[src/rtl/vga_sync_gen.sv]
// 640x480@60 VGA timing generator: pixel-rate divider, H/V counters and
// registered sync/blank decodes aligned with the counter values they describe.
module vga_sync_gen #(
  parameter int CLK_DIV   = 2,
  parameter int H_DISPLAY = 640,
  parameter int H_FRONT   = 16,
  parameter int H_SYNC    = 96,
  parameter int H_BACK    = 48,
  parameter int V_DISPLAY = 480,
  parameter int V_FRONT   = 10,
  parameter int V_SYNC    = 2,
  parameter int V_BACK    = 33
) (
  input  logic       clk,
  input  logic       reset,
  output logic [9:0] HCount,
  output logic [9:0] VCount,
  output logic       hsync,
  output logic       vsync,
  output logic       video_on,
  output logic       pixel_tick,
  output logic       frame_tick
);

  localparam int H_TOTAL = H_DISPLAY + H_FRONT + H_SYNC + H_BACK;
  localparam int V_TOTAL = V_DISPLAY + V_FRONT + V_SYNC + V_BACK;
  localparam int DIV_W   = (CLK_DIV > 1) ? $clog2(CLK_DIV) : 1;

  localparam logic [DIV_W-1:0] DIV_LAST = DIV_W'(CLK_DIV - 1);
  localparam logic [9:0] H_LAST     = 10'(H_TOTAL - 1);
  localparam logic [9:0] V_LAST     = 10'(V_TOTAL - 1);
  localparam logic [9:0] H_VIS      = 10'(H_DISPLAY);
  localparam logic [9:0] V_VIS      = 10'(V_DISPLAY);
  localparam logic [9:0] HS_FIRST   = 10'(H_DISPLAY + H_FRONT);
  localparam logic [9:0] HS_LAST    = 10'(H_DISPLAY + H_FRONT + H_SYNC - 1);
  localparam logic [9:0] VS_FIRST   = 10'(V_DISPLAY + V_FRONT);
  localparam logic [9:0] VS_LAST    = 10'(V_DISPLAY + V_FRONT + V_SYNC - 1);

  if (H_TOTAL > 1024 || V_TOTAL > 1024 || CLK_DIV < 1) begin : g_bad_params
    $error("vga_sync_gen: totals must fit 10-bit counters and CLK_DIV must be >= 1");
  end

  logic [DIV_W-1:0] div_p0;
  logic [DIV_W-1:0] div_nxt;
  logic [9:0]       h_nxt;
  logic [9:0]       v_nxt;
  logic             frame_wrap;

  // Next-state of divider and counters; the output decodes below are taken
  // from these so they line up with the counter values of the same cycle.
  always_comb begin
    div_nxt    = (div_p0 == DIV_LAST) ? '0 : div_p0 + DIV_W'(1);
    h_nxt      = HCount;
    v_nxt      = VCount;
    frame_wrap = 1'b0;
    if (pixel_tick) begin
      if (HCount == H_LAST) begin
        h_nxt = '0;
        if (VCount == V_LAST) begin
          v_nxt      = '0;
          frame_wrap = 1'b1;
        end else begin
          v_nxt = VCount + 10'd1;
        end
      end else begin
        h_nxt = HCount + 10'd1;
      end
    end
  end

  // Registered outputs
  always_ff @(posedge clk) begin
    if (reset) begin
      div_p0     <= '0;
      HCount     <= '0;
      VCount     <= '0;
      hsync      <= 1'b1;
      vsync      <= 1'b1;
      video_on   <= 1'b0;
      pixel_tick <= 1'b0;
      frame_tick <= 1'b0;
    end else begin
      div_p0     <= div_nxt;
      HCount     <= h_nxt;
      VCount     <= v_nxt;
      hsync      <= !((h_nxt >= HS_FIRST) && (h_nxt <= HS_LAST));
      vsync      <= !((v_nxt >= VS_FIRST) && (v_nxt <= VS_LAST));
      video_on   <= (h_nxt < H_VIS) && (v_nxt < V_VIS);
      pixel_tick <= (div_nxt == DIV_LAST);
      frame_tick <= frame_wrap;
    end
  end

endmodule

[config.mk]
export PLATFORM = sky130hd
export DESIGN_NAME = vga_sync_gen
export DESIGN_NICKNAME = d
export VERILOG_FILES = /design/src/rtl/vga_sync_gen.sv
export SDC_FILE = /design/constraint.sdc
export NUM_CORES = 1
export LEC_CHECK = 0
export ABC_AREA = 1
export CORE_AREA = 2 2 85 79
export DETAILED_ROUTE_END_ITERATION = 8
export DIE_AREA = 0 0 87 81
export SLEW_MARGIN = 30
export SYNTH_ARGS = -nofsm -noshare
export SYNTH_HDL_FRONTEND = slang
export SYNTH_SLANG_ARGS = --single-unit
[constraint.sdc]
create_clock -name clk -period 1.95 [get_ports clk]
set_clock_uncertainty 0.1 [all_clocks]
set_input_delay 0.195 -clock clk [delete_from_list [all_inputs] [get_ports clk]]
set_output_delay 0.195 -clock clk [all_outputs]
set_load 0.02 [all_outputs]
==> results by group <==
Synth
  • Mean post-synth cell area: around 6.3 µm²
  • Synth warn: 0
  • Area of the mapped netlist: ~1500 µm²
  • Compound-Gate Fraction of Synth Area: approximately 3.0%
  • Synth top area share: around 34%
  • Synthesized Nets: between 200 and 250
  • Synth Area in XOR/XNOR: less than 1%
  • Share of synthesized area spent on multiplexers: 0%
  • Cell taking the most area after synthesis: dfxtp_1
  • #FFs+latches synth: 25
  • Synth area leaders: dfxtp_1 34%, nand2_1 17%, nor2_1 10%
  • Netlist cell types: 24
  • Largest family of logic cells by synthesized area: simple AND/OR/NAND/NOR gates
  • Simple-gate area share of the yosys netlist: approximately half
  • Seq/Total Area, Yosys: 33.7%
  • Post-Synthesis Cells: around 240
  • Post-Synth Adder-Cell Area: 2.53%

Place
  • Post-DP HPWL: approximately 3000 µm
  • Placed Cells incl. Taps: 345
  • Pre-CTS setup slack: 98.9 ps
  • Area after DPL: 1910 µm²
  • Routability cong.: between 0.8 and 0.9
  • Port bufs: 26

Clock network
  • CTS buffer count: 3
  • # H-tree levels: 1
  • Clk_lat worst skew: around 280 ps
  • Clock Sinks: 25
  • Reg clk slew, reported paths: 90 ps
  • CTS tree: built
  • CTS Root Cell: clkbuf_8
  • Post-CTS Hold Fix Bufs: 0
  • Clock tree buffer depth: 2

Die
  • Core ar.: 6270 µm²
  • Die H: 81 µm
  • Core Rows: 28
  • Initial Util: 23.7%
  • IO Pins: 27
  • Die area: ~7000 µm²
  • Die span in x: slightly below 90 µm

Hold path
  • Hold path cells: 4
  • Hold Crit Class: register to register
  • Hold Path Origin: HCount[9]$_SDFF_PP0_
  • Worst Hold Path EP: HCount[9]$_SDFF_PP0_

Setup path
  • CP Data Arrival Time: 1870 ps
  • Reg2Reg Depth: 12
  • Max stage delay on crit path: between 400 and 500 ps
  • Type of origin of the critical path: register
  • CP Buf/Inv Count: 3
  • Worst path required time: slightly above 2000 ps
  • R2R setup slack: approximately 150 ps
  • CP max-delay cell: dfxtp_1
  • CP delay by family, top: simple AND/OR/NAND/NOR gates
  • CP Class: register to register
  • R2r endpoint: vsync$_SDFF_PP1_
  • Max Fanout on Critical Path: 5
  • Critical path endpoint category: register
  • Crit path cell chain: inv_1, ha_1, nand2_1, nor2_1, nand3_2, inv_1, nand2_1, inv_1, nor2_1, nand2_1, nor2_1, nand3_1
  • Reg2Reg Launch Point: VCount[0]$_SDFF_PP0_

Drt
  • Pre-antenna DRT Iters: 4
  • DRT Wirelength: around 3800 µm
  • Drt wl/cell: about 11 µm
  • Vias per std cell: about 4.3
  • Routed via count: roughly 1500
  • Final ANT Viol Nets: 0
  • DRT iter0 DRCs: 47
  • Drc violations: 0

STA
  • Final period util: between 90 and 100%
  • Max Transition Viols Final: 0
  • Maximum clock frequency: 556 MHz
  • Final setup viols: 0
  • Unrepaired setup endpoints after global routing: no
  • Final Worst Setup Slack: between 150 and 200 ps
  • Tightest Pin Transition: around 290 ps
  • Hold slack: 485 ps
  • Hold Vio Cnt, Final: 0
  • Fin crit period: ~1800 ps
  • Final setup TNS: 0 ps
  • Slew headroom: roughly four fifths

Global routing
  • First-pass GRT wire length: roughly 6000 µm
  • Grt total ovfl: 0
  • Total GRT Usage: between 10 and 15%
  • Number of global-route vias before repair: between 1000 and 1500
  • Largest net degree at the start of global routing: 14
  • Initial antenna violation count: 0

Power
  • Max VDD drop: ~0.00026 V
  • Tot Pwr: about 0.92 mW
  • Static leakage: 0.893 nW
  • Pwr/cell area: about 460 nW/µm²

Run
  • Max-cap violations: 0

Finish
  • Share of cells above drive strength 1: around 13%
  • Post-route cell area: 1990 µm²
  • Antenna Cells: 0
  • Post-Layout Cell Count: ~350
  • Util after Layout: 31.7%
  • Most frequent cells in the layout: 67 x nand2_1, 41 x nor2_1, 33 x inv_1
  • Layout Nets: around 280
  • Fillers: around 670
  • Syn-to-layout area delta: 34.0%
  • Commonest non-fill, non-tap cell in the layout: nand2_1

Run status
  • Run status: finished clean
[layout make-up]
type                       instances  area (µm²)  area share (%)
clock buffer                       4        45.0            2.27
timing repair buffer              40         365            18.4
multi-input combinational        172         850            42.7
tap                               75        93.8            4.72
inverter                          35         131            6.61
sequential                        25         503            25.3
[where the power goes]
| group | internal [mW] | total (mW) | switching [mW] |
|---|---|---|---|
| clock network | 0.147 | 0.324 | 0.178 |
| logic | 0.0303 | 0.0685 | 0.0382 |
| registers | 0.517 | 0.522 | 0.00491 |
[worst reg2reg max path: stages (launching register included)]
cell and delay (ps):
dfxtp_1 430, inv_1 80, ha_1 200, nand2_1 80
nor2_1 50, nand3_2 130, inv_1 50, nand2_1 130
inv_1 80, nor2_1 110, nand2_1 60, nor2_1 110
nand3_1 80
[cell families after synthesis]
group           after synthesis
buf+inv                      39
flops                        25
compound gates                9
fa+ha+maj                     3
xor+xnor                      1
simple gates                159
[routing by layer]
metal,track usage [%],share of wire [%],vias to the layer above
met2,17.3,45,30
met1,15.0,50,661
met4,3.59,1.5,0
met5,0,0,-
met3,1.83,3.1,6
li1,-,-,819
[synthesized netlist by cell type (all sizes together)]
library cell,instances
a21oi,4
xor2,1
clkinv,2
nand4,8
nor4,1
clkbuf,2
nand2,72
inv,33
nor3,8
buf,2
dfxtp,25
nor2,47
ha,3
nand3,23
o21ai,5
[flip-flops by register name (all words and copies together), names as in the netlist]
name / flops
VCount: 10
hsync: 1
vsync: 1
div_p0: 1
video_on: 1
frame_tick: 1
HCount: 10
[worst max path at each step]
stage,endpoint,slack [ps],cells past startpoint,startpoint
2_1_floorplan,vsync$_SDFF_PP1_,110,11,HCount[1]$_SDFF_PP0_
3_3_place_gp,vsync$_SDFF_PP1_,90,12,VCount[0]$_SDFF_PP0_
3_5_place_dp,vsync$_SDFF_PP1_,100,12,VCount[0]$_SDFF_PP0_
4_1_cts,vsync$_SDFF_PP1_,60,12,VCount[0]$_SDFF_PP0_
5_1_grt,vsync$_SDFF_PP1_,1,12,VCount[0]$_SDFF_PP0_
6_report,vsync$_SDFF_PP1_,150,12,VCount[0]$_SDFF_PP0_
[timing repair]
action,CTS,global route
gates resized for setup,0,6
endpoints found under the setup margin,0,1
setup buffers,0,2
(Power assumes the default switching activity.)
